--- src/rtl/dmem_arb_pkg.sv ---
// Shared types and default widths for the data-memory arbiter.
package dmem_arb_pkg;

    localparam int unsigned DMEM_ADDR_W = 9;
    localparam int unsigned DMEM_DATA_W = 32;

    typedef enum logic [1:0] {
        S_CPU_PRI,
        S_DMA_LOCK,
        S_DMA_COOL
    } arb_state_e;

    typedef enum logic [1:0] {
        OWN_NONE,
        OWN_CPU,
        OWN_DMA
    } owner_e;

endpackage

--- src/rtl/dmem_rd_return.sv ---
// Remembers who issued the read in flight and steers the memory's 1-cycle
// read data to that port; the other port keeps its last returned word.
module dmem_rd_return
    import dmem_arb_pkg::*;
#(
    parameter int unsigned DATA_W = DMEM_DATA_W
) (
    input  logic              clk,
    input  logic              reset,
    input  logic              cpu_rd_grant,
    input  logic              dma_rd_grant,
    input  logic [DATA_W-1:0] mem_rd_data,
    output logic              cpu_rd_valid,
    output logic [DATA_W-1:0] cpu_rd_data,
    output logic              dma_rd_valid,
    output logic [DATA_W-1:0] dma_rd_data
);

    owner_e              owner_q, owner_d;
    logic [DATA_W-1:0]   cpu_data_q, cpu_data_d;
    logic [DATA_W-1:0]   dma_data_q, dma_data_d;

    always_comb begin
        owner_d = OWN_NONE;
        if (cpu_rd_grant)      owner_d = OWN_CPU;
        else if (dma_rd_grant) owner_d = OWN_DMA;

        cpu_rd_valid = (owner_q == OWN_CPU);
        dma_rd_valid = (owner_q == OWN_DMA);
        cpu_rd_data  = cpu_rd_valid ? mem_rd_data : cpu_data_q;
        dma_rd_data  = dma_rd_valid ? mem_rd_data : dma_data_q;
        cpu_data_d   = cpu_rd_data;
        dma_data_d   = dma_rd_data;
    end

    // NOTE: sequential state uses non-blocking assignments so every flop
    // samples the pre-edge values, independent of process ordering.
    always_ff @(posedge clk or negedge reset) begin
        if (!reset) begin
            owner_q    <= OWN_NONE;
            cpu_data_q <= '0;
            dma_data_q <= '0;
        end else begin
            owner_q    <= owner_d;
            cpu_data_q <= cpu_data_d;
            dma_data_q <= dma_data_d;
        end
    end

endmodule

--- src/rtl/dmem_arbiter.sv ---
// Single-port data-memory arbiter between the MEM stage and a DMA/debug port.
// Optional statistics counters are built when DMEM_ARB_STATS_EN is defined.
module dmem_arbiter
    import dmem_arb_pkg::*;
#(
    parameter int unsigned ADDR_W    = DMEM_ADDR_W,
    parameter int unsigned DATA_W    = DMEM_DATA_W,
    parameter int unsigned MAX_WAIT  = 4,
    parameter int unsigned MAX_BURST = 8
) (
    input  logic              clk,
    input  logic              reset,
    input  logic              cpu_rd,
    input  logic              cpu_wr,
    input  logic [ADDR_W-1:0] cpu_addr,
    input  logic [DATA_W-1:0] cpu_wr_data,
    output logic              cpu_stall,
    output logic              cpu_rd_valid,
    output logic [DATA_W-1:0] cpu_rd_data,
    input  logic              dma_req,
    input  logic              dma_we,
    input  logic              dma_lock,
    input  logic [ADDR_W-1:0] dma_addr,
    input  logic [DATA_W-1:0] dma_wr_data,
    output logic              dma_gnt,
    output logic              dma_rd_valid,
    output logic [DATA_W-1:0] dma_rd_data,
    output logic              mem_rd,
    output logic              mem_wr,
    output logic [ADDR_W-1:0] mem_addr,
    output logic [DATA_W-1:0] mem_wr_data,
`ifdef DMEM_ARB_STATS_EN
    output logic [15:0]       stat_conflicts,
    output logic [15:0]       stat_cpu_stalls,
`endif
    input  logic [DATA_W-1:0] mem_rd_data
);

    localparam logic [3:0] WAIT_MAX  = 4'(MAX_WAIT);
    localparam logic [7:0] BURST_MAX = 8'(MAX_BURST);

    arb_state_e state_q, state_d;
    logic [3:0] wait_q, wait_d;
    logic [7:0] burst_q, burst_d;
    logic       cpu_req, conflict, cpu_win, dma_win;

    // NOTE: every signal driven here gets a default first, so no path can
    // leave it unassigned and infer a latch.
    always_comb begin
        cpu_req  = cpu_rd | cpu_wr;
        conflict = cpu_req & dma_req;
        cpu_win  = 1'b0;
        dma_win  = 1'b0;
        // Grants are forced off while reset is low so the memory sees no strobe.
        if (reset) begin
            unique case (state_q)
                S_CPU_PRI: begin
                    if (conflict) begin
                        dma_win = (wait_q == WAIT_MAX);
                        cpu_win = (wait_q != WAIT_MAX);
                    end else begin
                        cpu_win = cpu_req;
                        dma_win = dma_req;
                    end
                end
                S_DMA_LOCK: begin
                    dma_win = dma_req;
                    cpu_win = cpu_req & ~dma_req;
                end
                S_DMA_COOL: begin
                    cpu_win = cpu_req;
                    dma_win = dma_req & ~cpu_req;
                end
                default: ;
            endcase
        end

        cpu_stall   = reset & cpu_req & ~cpu_win;
        dma_gnt     = dma_win;
        mem_rd      = 1'b0;
        mem_wr      = 1'b0;
        mem_addr    = '0;
        mem_wr_data = '0;
        if (cpu_win) begin
            mem_wr      = cpu_wr;
            mem_rd      = cpu_rd & ~cpu_wr;
            mem_addr    = cpu_addr;
            mem_wr_data = cpu_wr_data;
        end else if (dma_win) begin
            mem_wr      = dma_we;
            mem_rd      = ~dma_we;
            mem_addr    = dma_addr;
            mem_wr_data = dma_wr_data;
        end
    end

    always_comb begin
        state_d = state_q;
        burst_d = burst_q;
        unique case (state_q)
            S_CPU_PRI: begin
                if (dma_win && dma_lock) begin
                    burst_d = 8'd1;
                    state_d = (BURST_MAX == 8'd1) ? S_DMA_COOL : S_DMA_LOCK;
                end
            end
            S_DMA_LOCK: begin
                if (dma_win && dma_lock) begin
                    burst_d = burst_q + 8'd1;
                    if (burst_d == BURST_MAX) state_d = S_DMA_COOL;
                end else begin
                    burst_d = '0;
                    state_d = S_CPU_PRI;
                end
            end
            S_DMA_COOL: begin
                burst_d = '0;
                state_d = S_CPU_PRI;
            end
            default: state_d = S_CPU_PRI;
        endcase

        wait_d = '0;
        if (dma_req && !dma_win)
            wait_d = (wait_q == WAIT_MAX) ? wait_q : wait_q + 4'd1;
    end

    always_ff @(posedge clk or negedge reset) begin
        if (!reset) begin
            state_q <= S_CPU_PRI;
            wait_q  <= '0;
            burst_q <= '0;
        end else begin
            state_q <= state_d;
            wait_q  <= wait_d;
            burst_q <= burst_d;
        end
    end

    dmem_rd_return #(.DATA_W(DATA_W)) u_rd_return (
        .clk          (clk),
        .reset        (reset),
        .cpu_rd_grant (cpu_win & cpu_rd & ~cpu_wr),
        .dma_rd_grant (dma_win & ~dma_we),
        .mem_rd_data  (mem_rd_data),
        .cpu_rd_valid (cpu_rd_valid),
        .cpu_rd_data  (cpu_rd_data),
        .dma_rd_valid (dma_rd_valid),
        .dma_rd_data  (dma_rd_data)
    );

`ifdef DMEM_ARB_STATS_EN
    logic [15:0] conf_cnt_q, conf_cnt_d;
    logic [15:0] stall_cnt_q, stall_cnt_d;

    always_comb begin
        conf_cnt_d  = conf_cnt_q;
        stall_cnt_d = stall_cnt_q;
        if (conflict && conf_cnt_q != 16'hFFFF)   conf_cnt_d  = conf_cnt_q + 16'd1;
        if (cpu_stall && stall_cnt_q != 16'hFFFF) stall_cnt_d = stall_cnt_q + 16'd1;
    end

    always_ff @(posedge clk or negedge reset) begin
        if (!reset) begin
            conf_cnt_q  <= '0;
            stall_cnt_q <= '0;
        end else begin
            conf_cnt_q  <= conf_cnt_d;
            stall_cnt_q <= stall_cnt_d;
        end
    end

    assign stat_conflicts  = conf_cnt_q;
    assign stat_cpu_stalls = stall_cnt_q;
`endif

endmodule

--- config.mk ---
export PLATFORM = sky130hd
export DESIGN_NAME = dmem_arbiter
export DESIGN_NICKNAME = d
export VERILOG_FILES = /design/src/rtl/dmem_arb_pkg.sv /design/src/rtl/dmem_rd_return.sv /design/src/rtl/dmem_arbiter.sv
export SDC_FILE = /design/constraint.sdc
export NUM_CORES = 1
export LEC_CHECK = 0
export ABC_AREA = 1
export BUFFER_PORTS_ARGS = -buffer_cell sky130_fd_sc_hd__buf_2
export CORE_MARGIN = 3
export CORE_UTILIZATION = 45
export DETAILED_ROUTE_END_ITERATION = 8
export GPL_TIMING_DRIVEN = 0
export PLACE_DENSITY_LB_ADDON = 0.2
export SKIP_LAST_GASP = 1
export SLEW_MARGIN = 10
export SYNTH_ARGS = -nofsm -noshare
export SYNTH_HDL_FRONTEND = slang
export SYNTH_SLANG_ARGS = --single-unit
--- constraint.sdc ---
create_clock -name clk -period 2.1 [get_ports clk]
set_input_delay 0.315 -clock clk [delete_from_list [all_inputs] [get_ports clk]]
set_output_delay 0.315 -clock clk [all_outputs]
set_load 0.05 [all_outputs]
* Word-level counts from Yosys, hierarchy flattened
Cells that the tools add are included.
Operators by class: $add $sub $neg 2, equal/unequal tests 10, multiplexer cells 27, bitwise gates (word level) 15, reductions and logical operators 7
Operators by type and width (count):
- 32-bit 2-to-1 mux | 4
- 8-bit one-hot mux with 3 select lines | 1
- 9-bit 2-to-1 mux | 2
- 8-bit 2-to-1 mux | 2
- 2-bit 2-to-1 mux | 5
- 1-bit bitwise AND | 9
- 8-bit by 1-bit adder with 8-bit output, second input constant | 1
- 8-bit by 4-bit equality test with 1-bit output, second input constant | 1
- 1-bit 2-to-1 mux | 8
- 4-bit 2-to-1 mux | 2
- 1-bit one-hot mux with 3 select lines | 2
- 1-bit NOT | 5
- 4-bit by 1-bit adder with 4-bit output, second input constant | 1
- 2-bit by 1-bit equality test with 1-bit output, second input constant | 2
- 2-bit equality test, second input constant | 2
- 4-bit by 3-bit equality test with 1-bit output, second input constant | 1
- 2-bit != test, second input constant | 2
- 4-bit by 3-bit != test with 1-bit output, second input constant | 1
- 2-bit one-hot mux with 2 select lines | 1
- 2-bit AND reduction | 2
- 3-bit != test, second input constant | 1
- 3-bit nonzero test | 1
- 1-bit logical AND | 2
- 2-bit logical NOT | 1
- other kinds (2) | 2
Storage, ports and cells: flip-flop bits (word level) 80, output and inout bits 111, logic and storage cells 67

* Depth between registers and ports, before layout
Gate-level depths: netlist (run 1).
depth after elaboration 8, gate-level depth with buffers 12, gate-level depth less buffers 12

* Modules after synthesis
From an unflattened synthesis (run 1), not the netlist that was laid out.
Unflattened totals: cell total of the unflattened synthesis 562, area, all modules 4296.6 um^2
By module, submodules not included:
- dmem_rd_return | times used 1, cells each 286, area each 2663.8 um^2, sequential area each 1651.6 um^2
- dmem_arbiter | times used 1, cells each 276, area each 1632.8 um^2, sequential area each 350.3 um^2

* Worst setup path before layout (run 1)
Ideal clock, no wire load.
path type reg2out, from register u_rd_return.owner_q[1], to output cpu_rd_data[24], arrival 2.653 ns, required time 1.785 ns, slack -0.868 ns, stages on the path, launching flop included 5, cells stage by stage dfrtp_1 -> nor2_1 -> inv_2 -> clkbuf_1 -> o21ai_0
On the way: longest elaborated chain between the ends 2
RTL lines:
- start: declaration | line dmem_rd_return.sv:19 | owner_e owner_q, owner_d;
- start signal: assignment | line dmem_rd_return.sv:44 | owner_q <= owner_d;
- 2-bit by 1-bit equality test with 1-bit output | line dmem_rd_return.sv:28 | cpu_rd_valid = (owner_q == OWN_CPU);
- net cpu_rd_valid | line dmem_arbiter.sv:18 | output logic cpu_rd_valid,
- 32-bit 2-to-1 mux | line dmem_rd_return.sv:30 | cpu_rd_data = cpu_rd_valid ? mem_rd_data : cpu_data_q;
- end: declaration | line dmem_arbiter.sv:19 | output logic [DATA_W-1:0] cpu_rd_data,
The timed path passes the listed nets, and every way through them passes these cells.

* Final worst setup path (run 1)
from register state_q[0], to output mem_wr_data[31]
On the way: longest elaborated chain between the ends 5
RTL lines:
- start: declaration | line dmem_arbiter.sv:42 | arb_state_e state_q, state_d;
- start signal: assignment | line dmem_arbiter.sv:134 | state_q <= state_d;
- 2-bit equality test, or another cell as far along | line dmem_arbiter.sv:56 | unique case (state_q)
- 1-bit one-hot mux with 3 select lines | line dmem_arbiter.sv:56
- 1-bit 2-to-1 mux | line dmem_arbiter.sv:55 | if (reset) begin
- 32-bit 2-to-1 mux | line dmem_arbiter.sv:89 | end else if (dma_win) begin
- 32-bit 2-to-1 mux (*) | line dmem_arbiter.sv:84 | if (cpu_win) begin
- end: declaration | line dmem_arbiter.sv:31 | output logic [DATA_W-1:0] mem_wr_data,
Mark *: on every way between the ends. The rest lies on a longest branch, timed or not.

==> reports/results.tsv, run 1 <==
metric	value	unit
syn_area	4110	um^2
hp-class	in -> async	
start_util	46.7	%
layout_common_cells	nand2_1, buf_2, dfrtp_1, buf_6, inv_1	
crit_arrival	2.08	ns
skew	0.00544	ns
pwr_density_cell	1600	nW/um^2
async_flop_share	100	%
synth_top_area_cell	dfrtp_1	
crit_top_cell	buf_6	
totalPowerFinal	11.3	mW
maxSlewHeadroom	71.1	%
routed-via-count	4728	
grt_setup_unrepaired	yes	
layout_commonest_cell	nand2_1	
cap_violations	0	
grt_pass1_vias	4678	
fmax	418	MHz
critical_path.top_delay_family	buffers and inverters	
dp.cells	868	
grt_util_all_layers	27.5	%
crit_slowest_cell	dfrtp_2	
worstMarginPinSlew	0.433	ns
crit_required	1.78	ns
drive_above_1_share	52.9	%
status	finished, violations left	
fp.dieW	102	um
dr.pass1.iters	5	
syn_to_final_growth	71.5	%
end_kind	output pin	
core_area	8810	um^2
setup_slack	-0.295	ns
final-seq-area	2000	um^2
cts_buffer_depth	2	
finalMaxSlewViolations	0	
cts_tree	yes	
syn_avg_cell_area	7.79	um^2
synth_ff_type	dfrtp_1	
drt_iter0_markers	237	
synth_cells	528	
startpoint_type	flop	
grt_pass1_wl	22.5	mm
setup_violations	45	
cts_htree_levels	3	
dp_hpwl	9.87	mm
reg2regPathDepth	11	
violations	negative setup slack	
vias_per_cell	5.22	
ys_seq_area_share	48.7	%
regToRegStartpoint	state_q[0]	
die_h	102	um
period_needed	2.40	ns
route.detailed.drc	0	
antenna_found_initial	1	
finalNonFillerCells	906	
multi_input_area	2320	um^2
cp_num_buf_inv	5	
synth_area_leaders	dfrtp_1, nand2_1, o21ai_0	
nets	921	
crit_path_cell_trace	inv_4 > ha_4 > inv_2 > o21ai_2 > nand3_4 > buf_4 > buf_6 > nand3_1 > nand2_1 > buf_6	
gp_congestion	0.881	
num_antenna_cells	0	
port_buffers	231	
ys_warn_count	0	
peakVddDrop	0.748	mV
worstSetupPathType	reg -> out	
hold_viol_final	0	
final.setup.tns	-11.02	ns
syn_nets	656	
synth-edff-count	0	
gr-total-overflow	0	
slowest_delay	0.47	ns
clk_latency	0.35	ns
final_util	80.1	%
grt_max_degree	53	
wire_per_inst	16.6	um
die-area	10300	um^2
leakagePower	3.75	nW
cts_buffers	9	
synth_seq_cells	80	
r2r_slack	0.33	ns
rr_endpoint	burst_q[2]	
cts_root_buf	clkbuf_8	
clk_pin_slew	0.08	ns
synth_cell_types	31	
synth_top_area_share	48.7	%
path_max_fanout	5	
fillerInstances	529	
routed_wl	15.1	mm
io_pins	232	
rows	34	
numClockSinks	80	
antenna_left	0	
finalCritPeriodShare	114	%
-- layer usage --
metal	track usage, %	wire [um]	vias to the layer above
met3	5.17	1150	46
met2	46.2	7630	231
met5	0	0	-
li1	-	-	2209
met4	9.71	409	0
met1	35.6	5890	2242
-- registers in the layout, indices dropped and copies added, names as in the netlist --
register                flops
burst_q                     8
u_rd_return.cpu_data_q     32
wait_q                      4
state_q                     2
u_rd_return.owner_q         2
u_rd_return.dma_data_q     32
-- metrics by stage --
step	worst slack [ns]	hold WS, ns	instance area (um^2)
after floorplan	-0.218	0.0194	4390
after global placement	-1.44	0.451	5680
after detailed placement	-0.245	0.271	5710
after CTS	-0.253	0.00592	6740
after global routing	-0.366	0.0159	7050
final	-0.295	0.00673	7050
-- power by group --
part | internal, mW | switching, mW | leakage, nW
Combinational | 2.51 | 5.35 | 2.67
Sequential | 2.19 | 0.225 | 0.993
Clock | 0.433 | 0.561 | 0.0789
-- cells by family (layout without fill, tap and decap cells) --
| logic type | after synthesis | count (layout) | share of synthesized area (%) |
|---|---|---|---|
| XOR/XNOR | 3 | 3 | 0.639 |
| AND/OR/NAND/NOR | 270 | 270 | 28.9 |
| adder cells (fa/ha/maj) | 7 | 7 | 2.13 |
| flip-flops | 80 | 80 | 48.7 |
| buffers and inverters | 88 | 358 | 9.56 |
| AO/OA/AOI/OAI | 80 | 80 | 10.1 |
-- worst max path at each step --
| stage | start | to | slack (ns) | cells past startpoint |
|---|---|---|---|---|
| 5_1_grt | state_q[1] | mem_wr_data[25] | -0.37 | 10 |
| 2_1_floorplan | u_rd_return.owner_q[0] | dma_rd_data[0] | -0.22 | 5 |
| 4_1_cts | wait_q[1] | mem_addr[1] | -0.25 | 11 |
| 6_report | state_q[0] | mem_wr_data[31] | -0.30 | 10 |
| 3_3_place_gp | reset | mem_wr_data[13] | -1.44 | 9 |
| 3_5_place_dp | reset | mem_addr[1] | -0.24 | 9 |
-- Yosys cell counts (2+ instances only) --
library cell	count
o21ai_0	74
nand4_1	2
buf_6	6
nand2_2	4
a21oi_1	3
dfrtp_1	80
nand2_1	187
nor2_1	11
ha_1	7
clkbuf_1	13
nor3_1	2
nand3_1	54
buf_4	3
buf_2	4
inv_1	57
xor2_1	2
inv_2	4
nor3_2	2
-- cell type report --
class                   count  area share (%)
inverters                  62            3.48
repair buffers            253            27.0
clock buffers              10            1.81
flip-flops and latches     80            28.4
well taps                 108            1.92
plain buffers              26            3.67
clock inverters             6           0.639
multi-input cells         360            32.9
repair inverters            1           0.124
-- what timing repair did --
item / in CTS / in global routing
buffers inserted: 9 / 3
cloned: 7 / 1
hold buffers: 2 / 0
endpoints found under the hold margin: 28 / 0
setup endpoints to repair: 109 / 103
pin swaps: 22 / 2
resized for setup: 237 / 93
Power figures use the tool's default switching activity.
==> run 2: changes to the inputs <==
--- a/config.mk
+++ b/config.mk
@@ -5,13 +5,12 @@
 export SDC_FILE = /design/constraint.sdc
 export NUM_CORES = 1
 export LEC_CHECK = 0
-export ABC_AREA = 1
 export BUFFER_PORTS_ARGS = -buffer_cell sky130_fd_sc_hd__buf_2
 export CORE_MARGIN = 3
-export CORE_UTILIZATION = 45
+export CORE_UTILIZATION = 40
 export DETAILED_ROUTE_END_ITERATION = 8
 export GPL_TIMING_DRIVEN = 0
-export PLACE_DENSITY_LB_ADDON = 0.2
+export PLACE_DENSITY = 0.76
 export SKIP_LAST_GASP = 1
 export SLEW_MARGIN = 10
 export SYNTH_ARGS = -nofsm -noshare
==> constraint.sdc (replaced) <==
create_clock -name clk -period 2.13 [get_ports clk]
set_input_delay 0.3195 -clock clk [delete_from_list [all_inputs] [get_ports clk]]
set_output_delay 0.3195 -clock clk [all_outputs]
set_load 0.05 [all_outputs]
==> run 2 against run 1 <==
The run still ends with negative setup slack left. Sequential power down 3%. Core utilization down 4.3 points. Global-route usage down 3.9 points. Critical path depth unchanged. First-iteration DRC count up 3.4%. Die area up 12%. Design area up 6.1%. Critical path type unchanged. Critical endpoint is now mem_wr_data[5].
==> reports/results.tsv, run 2 <==
metric	value	unit	change
nets	810		was 921
dp.cells	769		was 868
numClockSinks	80		unchanged
synth_top_area_cell	dfrtp_1		unchanged
clk_pin_slew	0.09	ns	was 0.08 ns
syn_nets	533		was 656
io_pins	232		unchanged
skew	0.0143	ns	was 0.00544 ns
hold_viol_final	0		unchanged
setup_violations	50		was 45
grt_util_all_layers	23.7	%	was 27.5%
dr.pass1.iters	5		unchanged
finalCritPeriodShare	120	%	
synth-edff-count	0		unchanged
setup_slack	-0.428	ns	was -0.295 ns
port_buffers	230		was 231
slowest_delay	0.39	ns	was 0.47 ns
crit_path_cell_trace	inv_2 > ha_4 > nand3b_1 > o21ai_2 > a211oi_4 > buf_6 > buf_6 > nand2_1 > o21ai_4 > buf_8		was inv_4 > ha_4 > inv_2 > o21ai_2 > nand3_4 > buf_4 > buf_6 > nand3_1 > nand2_1 > buf_6
rows	36		was 34
gp_congestion	0.901		was 0.881
maxSlewHeadroom	50.8	%	was 71.1%
cts_root_buf	clkbuf_8		unchanged
antenna_found_initial	0		was 1
cts_buffers	9		unchanged
dp_hpwl	10.2	mm	was 9.87 mm
finalNonFillerCells	818		was 906
wire_per_inst	19.4	um	was 16.6 um
routed_wl	15.9	mm	was 15.1 mm
synth_cell_types	45		was 31
antenna_left	0		unchanged
cp_num_buf_inv	4		was 5
hold_slack	0.0308	ns	was 0.00673 ns
violations	negative setup slack		unchanged
syn_to_final_growth	82.0	%	was 71.5%
die_h	107	um	was 102 um
reg2regPathDepth	8		was 11
route.detailed.drc	0		unchanged
final_area	7480	um^2	was 7050 um^2
final_util	75.8	%	was 80.1%
layout_common_cells	buf_2, nand2_1, dfrtp_1, buf_8, buf_6		was nand2_1, buf_2, dfrtp_1, buf_6, inv_1
peakVddDrop	1.04	mV	was 0.748 mV
synth_cells	405		was 528
leakagePower	3.53	nW	was 3.75 nW
period_needed	2.56	ns	
drive_above_1_share	65.1	%	was 52.9%
syn_area	4110	um^2	about the same
cp-endpoint	mem_wr_data[5]		was mem_wr_data[31]
synth_most_common_cell	nand2_1		unchanged
startpoint_type	flop		unchanged
drt_iter0_markers	245		was 237
grt.busiest_layer	met2		unchanged
synth_seq_cells	80		unchanged
die-area	11500	um^2	was 10,300 um^2
synth_top_area_share	48.7	%	about the same
cp_num_cells	10		unchanged
end_kind	output pin		unchanged
start_util	41.7	%	was 46.7%
core_area	9860	um^2	was 8810 um^2
synthTopCellsByCount	nand2_1, dfrtp_1, mux2_2		was nand2_1, dfrtp_1, o21ai_0
routed-via-count	4257		was 4,728
critical_path.top_delay_family	buffers and inverters		unchanged
synth_ff_type	dfrtp_1		unchanged
grt_pass1_vias	4283		was 4,678
cap_violations	0		unchanged
totalPowerFinal	10.0	mW	was 11.3 mW
clk_latency	0.35	ns	about the same
cts_htree_levels	3		unchanged
hp-class	in -> async		unchanged
grt_setup_unrepaired	yes		unchanged
worstSetupStartpoint	wait_q[0]		was state_q[0]
grt_use_met2	43.2	%	was 46.2%
use_met3	5.88	%	was 5.17%
gr-total-overflow	0		unchanged
synth_area_leaders	dfrtp_1, mux2_2, nand2_1		was dfrtp_1, nand2_1, o21ai_0
fmax	391	MHz	
placed_cell_area	5840	um^2	was 5710 um^2
vias_per_cell	5.20		was 5.22
rr_endpoint	state_q[1]		was burst_q[2]
fp.dieW	107	um	was 102 um
top_regs	u_rd_return.cpu_data_q: 32 flops, u_rd_return.dma_data_q: 32 flops, burst_q: 8 flops		unchanged
use_met1	26.0	%	was 35.6%
status	finished, violations left		unchanged
num_antenna_cells	0		unchanged
cts_buffer_depth	2		unchanged
syn_avg_cell_area	10.1	um^2	was 7.79 um^2
pwr_density_cell	1340	nW/um^2	was 1600 nW/um^2
worstSetupPathType	reg -> out		unchanged
crit_slowest_cell	dfrtp_1		was dfrtp_2
async_flop_share	100	%	unchanged
grt_pass1_wl	21.4	mm	was 22.5 mm
layout_commonest_cell	buf_2		was nand2_1
crit_arrival	2.24	ns	was 2.08 ns
finalMaxSlewViolations	0		unchanged
ys_warn_count	0		unchanged
fillerInstances	610		was 529
r2r_slack	0.04	ns	was 0.33 ns
ys_seq_area_share	48.7	%	about the same
grt_max_degree	65		was 53
crit_required	1.81	ns	was 1.78 ns
crit_top_cell	buf_6		unchanged
worstMarginPinSlew	0.735	ns	was 0.433 ns
path_max_fanout	10		was 5
cts_tree	yes		unchanged
regToRegStartpoint	state_q[0]		unchanged
[run 2: routing by layer]
| metal | share of wire (%) | wire length (um) | vias to the layer above |
|---|---|---|---|
| li1 | - | - | 1948 |
| met1 | 37 | 5820 | 2052 |
| met2 | 53 | 8350 | 228 |
| met3 | 7.4 | 1180 | 29 |
| met4 | 3.2 | 504 | 0 |
| met5 | 0 | 0 | - |
[run 2: cell type report]
type                    instances  area, um^2  area share, %
plain buffers                  22         344           4.60
clock buffers                  11         141           1.89
clock inverters                 3        43.8          0.585
inverters                      12        51.3          0.686
multi-input cells             290        2540           33.9
flip-flops and latches         80        2000           26.8
well taps                     133         166           2.22
repair buffers                267        2190           29.3
[run 2: through the flow]
stage | TNS (ns) | setup slack, ns
3_5_place_dp | -23.41 | -0.611
5_1_grt | -23.58 | -0.545
3_3_place_gp | -93.11 | -1.93
4_1_cts | -18.16 | -0.440
2_1_floorplan | -2.73 | -0.203
6_report | -17.26 | -0.428
[run 2: kinds of logic after synthesis]
group	Yosys count	synth area share [%]
buffers and inverters	35	4.48
and+or+nand+nor	140	15.6
xor gates and xnor gates	3	0.640
adders and majority gates	7	2.13
AOI/OAI and AO/OA	75	10.6
DFF	80	48.7
muxes	65	17.8
[run 2: worst min-delay path by stage]
stage / startpoint / endpoint
floorplan: reset / burst_q[0]
global placement: u_rd_return.dma_data_q[22] / u_rd_return.dma_data_q[22]
detailed placement: reset / u_rd_return.cpu_data_q[16]
CTS: reset / u_rd_return.cpu_data_q[24]
global route: reset / u_rd_return.dma_data_q[14]
finish: reset / u_rd_return.dma_data_q[14]
[run 2: report_power, final]
| part | switching (mW) | total [mW] | internal, mW |
|---|---|---|---|
| logic | 4.13 | 6.57 | 2.43 |
| registers | 0.232 | 2.34 | 2.10 |
| clock network | 0.543 | 1.10 | 0.562 |
| total | 4.91 | 10.0 | 5.10 |
[run 2: repair_timing]
action	4_1_cts	5_1_grt
hold endpoints to repair	16	0
hold buffers	1	0
pin swaps	6	4
endpoints found under the setup margin	108	114
setup buffers	16	16
gates cloned	0	4
resized for setup	200	133
